[src/rtl/usb_tx_pkg.sv]
// usb_tx_pkg: shared USB TX state encodings and CRC16 constants
package usb_tx_pkg;
  typedef enum logic [1:0] {IDLE, DATA, CRC} tx_crc_state_t;
  localparam logic [15:0] USB_CRC16_POLY = 16'h8005;
  localparam logic [15:0] USB_CRC16_SEED = 16'hFFFF;
endpackage

[src/rtl/usb_tx_crc16_gen_if.sv]
// usb_tx_crc16_gen_if: serializer-side control/data and stuffer-side outputs of the CRC16 generator
interface usb_tx_crc16_gen_if;
  logic clear, start, shift_enable, d_in, payload_end;
  logic d_out, crc_active, crc_done, busy;
  modport master(output clear, start, shift_enable, d_in, payload_end,
                 input d_out, crc_active, crc_done, busy);
  modport slave(input clear, start, shift_enable, d_in, payload_end,
                output d_out, crc_active, crc_done, busy);
endinterface

[src/rtl/usb_tx_crc16_gen_lfsr.sv]
// usb_crc16_lfsr: CRC16 register; feedback shift in DATA, ones-fill shift while draining
module usb_crc16_lfsr import usb_tx_pkg::*; #(
  parameter logic [15:0] CRC_POLY = USB_CRC16_POLY,
  parameter logic [15:0] CRC_SEED = USB_CRC16_SEED
) (
  input  logic        clk,
  input  logic        n_rst,
  input  logic        load_seed,
  input  logic        shift,
  input  logic        din,
  input  logic        invert_fill,
  output logic [15:0] q
);
  always_ff @(posedge clk or negedge n_rst)
    if (!n_rst) q <= CRC_SEED;
    else if (load_seed) q <= CRC_SEED;
    else if (shift)
      q <= invert_fill ? {q[14:0], 1'b1}
                       : {q[14:0], 1'b0} ^ ((din ^ q[15]) ? CRC_POLY : 16'h0000);
endmodule

[src/rtl/usb_tx_crc16_gen.sv]
// usb_tx_crc16_gen: passes payload bits through, then appends the complemented USB CRC16 MSB first
module usb_tx_crc16_gen import usb_tx_pkg::*; #(
  parameter logic [15:0] CRC_POLY = USB_CRC16_POLY,
  parameter logic [15:0] CRC_SEED = USB_CRC16_SEED
) (
  input logic               clk,
  input logic               n_rst,
  usb_tx_crc16_gen_if.slave bus
);
  tx_crc_state_t state, state_n;
  logic [3:0]  cnt, cnt_n;
  logic        done, done_n, load, shift, fill;
  logic [15:0] crc;
  logic        unused_crc;
  usb_crc16_lfsr #(.CRC_POLY(CRC_POLY), .CRC_SEED(CRC_SEED)) lfsr (
    .clk(clk), .n_rst(n_rst), .load_seed(load), .shift(shift),
    .din(bus.d_in), .invert_fill(fill), .q(crc)
  );
  always_ff @(posedge clk or negedge n_rst)
    if (!n_rst) begin
      state <= IDLE;
      cnt   <= '0;
      done  <= 1'b0;
    end else begin
      state <= state_n;
      cnt   <= cnt_n;
      done  <= done_n;
    end
  always_comb begin
    state_n = state;
    cnt_n   = cnt;
    done_n  = 1'b0;
    load    = 1'b0;
    shift   = 1'b0;
    fill    = 1'b0;
    if (bus.clear || bus.start) begin
      state_n = bus.clear ? IDLE : DATA;
      cnt_n   = '0;
      load    = 1'b1;
    end else if (state == DATA) begin
      shift = bus.shift_enable;
      if (bus.payload_end) begin
        state_n = CRC;
        cnt_n   = '0;
      end
    end else if (state == CRC && bus.shift_enable) begin
      shift = 1'b1;
      fill  = 1'b1;
      cnt_n = cnt + 4'd1;
      if (cnt == 4'd15) begin
        state_n = IDLE;
        load    = 1'b1;
        done_n  = 1'b1;
      end
    end
  end
  // CRC bits come from the register only, so d_out cannot glitch between strobes
  assign bus.d_out      = (state == DATA) ? bus.d_in : (state == CRC) ? ~crc[15] : 1'b1;
  assign bus.crc_active = (state == CRC);
  assign bus.busy       = (state != IDLE);
  assign bus.crc_done   = done;
  assign unused_crc     = ^crc[14:0];
endmodule

[src/flat_wrapper.sv]
// flat-port wrapper written by rule: the top's interface ports become plain ports
module usb_tx_crc16_gen_flat import usb_tx_pkg::*;
#(
  parameter logic [15:0] CRC_POLY = USB_CRC16_POLY,
  parameter logic [15:0] CRC_SEED = USB_CRC16_SEED
)
  (clk, n_rst, bus_clear, bus_start, bus_shift_enable, bus_d_in, bus_payload_end, bus_d_out, bus_crc_active, bus_crc_done, bus_busy);
  usb_tx_crc16_gen_if bus_i ();
  input logic clk;
  input logic n_rst;
  input wire logic [$bits(bus_i.clear)-1:0] bus_clear;
  input wire logic [$bits(bus_i.start)-1:0] bus_start;
  input wire logic [$bits(bus_i.shift_enable)-1:0] bus_shift_enable;
  input wire logic [$bits(bus_i.d_in)-1:0] bus_d_in;
  input wire logic [$bits(bus_i.payload_end)-1:0] bus_payload_end;
  output wire logic [$bits(bus_i.d_out)-1:0] bus_d_out;
  output wire logic [$bits(bus_i.crc_active)-1:0] bus_crc_active;
  output wire logic [$bits(bus_i.crc_done)-1:0] bus_crc_done;
  output wire logic [$bits(bus_i.busy)-1:0] bus_busy;
  assign bus_i.clear = bus_clear;
  assign bus_i.start = bus_start;
  assign bus_i.shift_enable = bus_shift_enable;
  assign bus_i.d_in = bus_d_in;
  assign bus_i.payload_end = bus_payload_end;
  assign bus_d_out = bus_i.d_out;
  assign bus_crc_active = bus_i.crc_active;
  assign bus_crc_done = bus_i.crc_done;
  assign bus_busy = bus_i.busy;
  usb_tx_crc16_gen #(.CRC_POLY(CRC_POLY), .CRC_SEED(CRC_SEED)) u_core (.clk(clk), .n_rst(n_rst), .bus(bus_i));
endmodule
[config.mk]
export PLATFORM = sky130hd
export DESIGN_NAME = usb_tx_crc16_gen_flat
export DESIGN_NICKNAME = d
export VERILOG_FILES = /design/src/rtl/usb_tx_pkg.sv /design/src/rtl/usb_tx_crc16_gen_if.sv /design/src/rtl/usb_tx_crc16_gen_lfsr.sv /design/src/rtl/usb_tx_crc16_gen.sv /design/src/flat_wrapper.sv
export SDC_FILE = /design/constraint.sdc
export NUM_CORES = 1
export LEC_CHECK = 0
export ABC_CLOCK_PERIOD_IN_PS = 1200
export CAP_MARGIN = 20
export CORE_UTILIZATION = 45
export CTS_BUF_LIST = sky130_fd_sc_hd__clkbuf_4
export CTS_CLUSTER_SIZE = 8
export DETAILED_ROUTE_END_ITERATION = 10
export DONT_BUFFER_PORTS = 1
export PLACE_DENSITY = 0.72
export RECOVER_POWER = 25
export SYNTH_ARGS = -nofsm -noshare
export SYNTH_HDL_FRONTEND = slang
export SYNTH_SLANG_ARGS = --single-unit
[constraint.sdc]
create_clock -name clk -period 1.2 [get_ports clk]
set_input_delay 0.06 -clock clk [delete_from_list [all_inputs] [get_ports clk]]
set_output_delay 0.06 -clock clk [all_outputs]
set_load 0.05 [all_outputs]
==> results of run 1 <==
worst paths after layout:
| path | depth (start not counted) | slack, ns | start | end |
|---|---|---|---|---|
| setup / recovery | 5 | -0.36 | u_core.state[0] | u_core.lfsr.q[2] |
| setup reg to reg | 5 | -0.36 | u_core.state[0] | u_core.lfsr.q[2] |
| hold reg to reg | 2 | 0.49 | u_core.lfsr.q[9] | u_core.lfsr.q[10] |
| min in group asynchronous | 1 | 0.09 | n_rst | u_core.cnt[1] |
| hold / removal | 4 | 0.06 | bus_shift_enable | u_core.lfsr.q[10] |
| max in group asynchronous | 2 | 0.59 | n_rst | u_core.lfsr.q[7] |
state kept, by name (all words and copies together), names as in the netlist:
name and cells:
u_core.bus.crc_done 1, u_core.cnt 4, u_core.lfsr.q 16, u_core.state 2
through the flow:
stage,instance area [um2],cells,setup TNS [ns]
final,1790,189,-6.07
after floorplan,1180,122,-1.79
after global placement,1360,169,-1.91
after global routing,1790,189,-7.08
after detailed placement,1360,169,-2.54
after CTS,1670,186,-4.34
power groups by stage:
stage	clock (mW)	combinational [mW]	sequential, mW
floorplan	0	0.134	0.828
global placement	0	0.189	0.829
detailed placement	0	0.195	0.830
CTS	0.377	0.300	0.816
global route	0.407	0.384	0.822
finish	0.374	0.358	0.820
synthesized netlist by cell type (all sizes together) (3+ instances only):
| master | number | area (um2) |
|---|---|---|
| nand2 | 28 | 105 |
| dfrtp | 7 | 175 |
| inv | 3 | 11.3 |
| nor2 | 4 | 15.0 |
| dfstp | 16 | 420 |
| o21ai | 5 | 25.0 |
| xor2 | 3 | 26.3 |
| a21oi | 4 | 20.0 |
| nand3 | 16 | 80.1 |
| buf | 5 | 40.0 |
| nand2b | 3 | 18.8 |
tightest hold or removal path: cells and delay by family:
family,cells,cell delay [ns]
buf+inv,1,0.13
compound gates,1,0.06
simple gates,2,0.13
cell type report:
type	instances	area [um2]	area share
clock buffer	3	22.5	0.0126
clock inverter	1	5.00	0.00280
inverter	3	11.3	0.00630
multi-input combinational	90	669	0.374
sequential	23	596	0.333
tap	28	35.0	0.0196
timing repair buffer	41	449	0.251
cells by family after synthesis:
group                    Yosys count
buffers and inverters              9
AND/OR/NAND/NOR                   63
XOR/XNOR                           3
flip-flops                        23
AO/OA/AOI/OAI                     23
adder cells (fa/ha/maj)            1
cells in the final DEF (no fill, tap or decap), types with 3 or more instances in the layout:
cell type,n
clkbuf_4,3
nand2b_1,3
buf_4,12
buf_6,17
nand2_2,14
nor2_1,4
dlygate4sd3_1,6
nand3_2,12
buf_8,4
dfstp_2,16
xor2_1,3
nand3_1,4
dfrtp_1,7
nand2_1,14
inv_1,3
repair_timing:
| item | 4_1_cts | 5_1_grt |
|---|---|---|
| cloned | 1 | 0 |
| endpoints found under the hold margin | 30 | 0 |
| setup endpoints to repair | 24 | 25 |
| pin swaps | 16 | 9 |
| hold buffers | 6 | 0 |
| gates resized for setup | 44 | 27 |
| setup buffers | 7 | 4 |
routing by layer:
metal  routed length [um]  up-vias
li1                     -      502
met1                 1460      564
met2                 1780       38
met3                  187       13
met4                   92        0
met5                    0        -
==> flow_metrics.tcl, run 1 <==
set metrics [dict create \
    synth.distinct_cells 35 \
    p_per_area_nw_per_um2 868 \
    max_freq_mhz 641 \
    synth_top_family_by_area "simple AND/OR/NAND/NOR gates" \
    std_cell_rows 17 \
    synthAdderAreaFrac 0.0109 \
    ir_worst_vdd_v 0.000668 \
    ys_seq_area_frac 0.517 \
    power.total_mw 1.55 \
    violations "negative setup slack" \
    grtUsageMet1 0.345 \
    fin_nets 170 \
    seqPwrFrac 0.529 \
    fillCellCount 132 \
    fin_crit_ns 1.56 \
    syn_to_final_growth_pct 55.2 \
    n_antenna_cell 0 \
    ys_ff_latch 23 \
    p_leak_nw 0.778 \
    end_kind "flip-flop" \
    slowest_stage "dfrtp_1" \
    root_buffer "clkbuf_4" \
    internal_power_mw 1.11 \
    p_clk_frac 0.241 \
    p_sw_mw 0.446 \
    netlist_instances 122 \
    finalCritPeriodShare 1.30 \
    die_h_um 52.6 \
    synth_nets 130 \
    clockBufferDepth 2 \
    grt_pass1_vias 1165 \
    place_congestion 0.784 \
    grtUsageMet3 0.0464 \
    setup_ws_ns -0.360 \
    path_cells "buf_6, nand3b_1, o21a_4, nor3b_1, a31oi_1" \
    synth-xor-area-share 0.0228 \
    path_buf_inv 1 \
    yosys.area_share.simple 0.257 \
    rsz0062_at_grt "yes" \
    required_ns 1.45 \
    worst-setup-path-type "flip-flop to flip-flop" \
    yosys_most_used_dff "dfstp_2" \
    clk_pin_slew_ns 0.14 \
    grt.total_usage 0.270 \
    path_delay_family "compound AO/OA/AOI/OAI gates" \
    wire_per_inst_um 18.6 \
    critPathLaunchType "flip-flop" \
    setup_viol 25 \
    p_sw_frac 0.288 \
    drc_errors 0 \
    arrival_ns 1.81 \
    core-area_um2 2320 \
    num_vias 1117 \
    wl_um 3510 \
    finalMaxSlewViolations 0 \
    yosysWarnings 0 \
    cpPeakStageDelay_ns 0.44 \
    cap_violations 0 \
    hold_viol 0 \
    ant_nets 0 \
    dr.pass1.iters 4 \
    holdWs_ns 0.0626 \
    via_per_inst 5.91 \
    drt_iter0_markers 27 \
    fp.dieW_um 52.6 \
    cts_made_buffers 3 \
    start_util 0.497 \
    drive_gt1_frac 0.609 \
    pre_cts_ws_ns -0.188 \
    maxSlewHeadroom 0.678 \
    worst_clock_skew_ns 0.00564 \
    io-pin-count 11 \
    grt_max_degree 24 \
    finish.utilization 0.771 \
    synth_enable_flop_cells 0 \
    clk_latency_ns 0.32 \
    syn_area_per_cell_um2 9.45 \
    async_flop_share 1.00 \
    grt_overflow 0 \
    die-area_um2 2770 \
    dpl.hpwl_um 1720 \
    synth-compound-area-share 0.143 \
    htreeDepth 1 \
    synthesis.area_um2 1150 \
    grt_antenna_before_repair 0 \
    grtUsageMet2 0.443 \
    worstPathMaxFanout 6 \
    cts_tree "built" \
    muxShareOfSynthArea 0 \
    grt-busiest-layer "met2" \
    grt_pass1_wl_um 5370 \
    cts.sinks 23 \
    hp-class "input pin to flip-flop" \
    power_frac_comb 0.230 \
    status "finished, violations left" \
    portBuffers 0 \
    max_slew.worst_pin.slew_ns 0.481 \
]
(Power assumes the default switching activity.)
==> run 2: changes to the inputs <==
--- a/config.mk
+++ b/config.mk
@@ -7,12 +7,12 @@
 export LEC_CHECK = 0
 export ABC_CLOCK_PERIOD_IN_PS = 1200
 export CAP_MARGIN = 20
-export CORE_UTILIZATION = 45
+export CORE_UTILIZATION = 50
 export CTS_BUF_LIST = sky130_fd_sc_hd__clkbuf_4
 export CTS_CLUSTER_SIZE = 8
 export DETAILED_ROUTE_END_ITERATION = 10
 export DONT_BUFFER_PORTS = 1
-export PLACE_DENSITY = 0.72
+export PLACE_DENSITY = 0.78
 export RECOVER_POWER = 25
 export SYNTH_ARGS = -nofsm -noshare
 export SYNTH_HDL_FRONTEND = slang
==> run 2 against run 1 <==
The flow still finishes with violations (negative setup slack). Clock-buffer cell count unchanged. Setup slack worse by 0.044 ns. Fmax down 2.8%. Clock power about the same. Cell area down 1.5%. Register-to-register slack worse by 0.04 ns. Cell count unchanged. Global-route usage up 2.8 points. Critical path type unchanged.
==> flow_metrics.tcl, run 2 (synthesis results as in run 1) <==
set metrics [dict create \
    status "finished, violations left" \
    violations "negative setup slack" \
    power.total_mw 1.54 \
    final_cell_mix "nand2_2, buf_6, dfstp_2" \
    wire_per_inst_um 18.6 \
    path_buf_inv 1 \
    worstPathMaxFanout 6 \
    cts_made_buffers 3 \
    setup_ws_ns -0.404 \
    final_cells 189 \
    r2r_end "u_core.lfsr.q[2]" \
    cpPeakStageDelay_ns 0.42 \
    htreeDepth 1 \
    grt_pass1_wl_um 5470 \
    io-pin-count 11 \
    grt_overflow 0 \
    tns_ns -6.57 \
    p_clk_frac 0.244 \
    clk_pin_slew_ns 0.13 \
    cap_violations 0 \
    portBuffers 0 \
    rsz0062_at_grt "yes" \
    cts.sinks 23 \
    ant_nets 0 \
    via_per_inst 5.92 \
    cts_tree "built" \
    syn_to_final_growth_pct 52.9 \
    hold_viol 0 \
    grt_antenna_before_repair 0 \
    largest_reg_flops 16 \
    core-area_um2 2190 \
    largest_registers "u_core.lfsr.q: 16 flops, u_core.cnt: 4 flops, u_core.state: 2 flops" \
    dr.pass1.iters 4 \
    drive_gt1_frac 0.658 \
    fin_crit_ns 1.60 \
    finalCritPeriodShare 1.34 \
    hp-class "input pin to asynchronous set/reset pin" \
    finalMaxSlewViolations 0 \
    maxSlewHeadroom 0.687 \
    required_ns 1.45 \
    die_h_um 50.0 \
    regMostFlops "u_core.lfsr.q" \
    clk_latency_ns 0.32 \
    internal_power_mw 1.09 \
    drc_errors 0 \
    setup_viol 25 \
    arrival_ns 1.85 \
    p_leak_nw 0.768 \
    worst_clock_skew_ns 0.00230 \
    fin_nets 170 \
    max_freq_mhz 623 \
    clockBufferDepth 2 \
    grt.total_usage 0.298 \
    die-area_um2 2500 \
    r2r-start "u_core.state[0]" \
    max_slew.worst_pin.slew_ns 0.469 \
    final_common_cell "nand2_2" \
    holdWs_ns 0.00914 \
    fp.dieW_um 50.0 \
    path_delay_family "compound AO/OA/AOI/OAI gates" \
    r2r_setup_slack_ns -0.40 \
    grt_pass1_vias 1122 \
    place_inst 168 \
    ff2ff_path_depth 5 \
    p_sw_mw 0.450 \
    critPathLaunchType "flip-flop" \
    seqPwrFrac 0.534 \
    wl_um 3520 \
    root_buffer "clkbuf_4" \
    place_congestion 0.880 \
    drt_iter0_markers 35 \
    grt_max_degree 24 \
    num_vias 1119 \
    end_kind "flip-flop" \
    std_cell_rows 17 \
    n_antenna_cell 0 \
    worst-setup-path-type "flip-flop to flip-flop" \
    path_cells "buf_6, nand3b_1, o21ai_0, xor2_1, a31oi_1" \
    power_frac_comb 0.221 \
    ir_worst_vdd_v 0.000670 \
    p_per_area_nw_per_um2 874 \
    p_sw_frac 0.292 \
    dpl.hpwl_um 1750 \
    start_util 0.526 \
    slowest_stage "dfrtp_1" \
]
## run 2: worst reg2reg max path: cells and delay by family (launching register included)
kind / cells / cell delay (ns)
buffers and inverters: 1 / 0.14
AOI/OAI and AO/OA: 2 / 0.56
DFF: 1 / 0.42
xor gates and xnor gates: 1 / 0.13
and+or+nand+nor: 1 / 0.29
## run 2: through the flow
| step | area (um2) | worst slack, ns | util |
|---|---|---|---|
| finish | 1760 | -0.404 | 0.804 |
| global route | 1760 | -0.416 | 0.804 |
| CTS | 1690 | -0.337 | 0.773 |
| detailed placement | 1350 | -0.202 | 0.617 |
| global placement | 1350 | -0.141 | 0.617 |
| floorplan | 1180 | -0.142 | - |
## run 2: power groups by stage
stage                     clock [mW]  combinational, mW  sequential, mW
final                          0.376              0.341           0.823
after global routing           0.391              0.364           0.824
after CTS                      0.366              0.305           0.818
after detailed placement           0              0.193           0.830
after global placement             0              0.186           0.829
after floorplan                    0              0.134           0.828
## run 2: layout make-up
class	instances	area (um2)
multi-input cells	90	681
flip-flops and latches	23	596
fillers	117	429
repair buffers	41	412
well taps	28	35.0
clock buffers	3	22.5
inverters	3	11.3
clock inverters	1	5.00
## run 2: worst max path at each step
| stage | cells past startpoint | endpoint | from | slack (ns) |
|---|---|---|---|---|
| 2_1_floorplan | 6 | u_core.lfsr.q[2] | u_core.state[1] | -0.14 |
| 3_3_place_gp | 5 | u_core.cnt[3] | u_core.state[1] | -0.14 |
| 3_5_place_dp | 5 | u_core.cnt[2] | u_core.state[0] | -0.20 |
| 4_1_cts | 5 | bus_d_out | u_core.state[1] | -0.34 |
| 5_1_grt | 5 | bus_d_out | u_core.state[1] | -0.42 |
| 6_report | 5 | u_core.lfsr.q[2] | u_core.state[0] | -0.40 |
## run 2: what timing repair did
action,4_1_cts,5_1_grt
hold buffers,5,1
cloned,3,0
endpoints found under the hold margin,29,1
setup endpoints to repair,23,25
setup buffers,7,0
pin swaps,35,8
gates resized for setup,54,18
## run 2: per-layer routing
layer	up-vias	part of all wire	GRT usage
met3	9	0.036	0.0556
li1	504	-	-
met2	37	0.50	0.469
met1	569	0.45	0.396
met5	-	0	0
met4	0	0.020	0.129
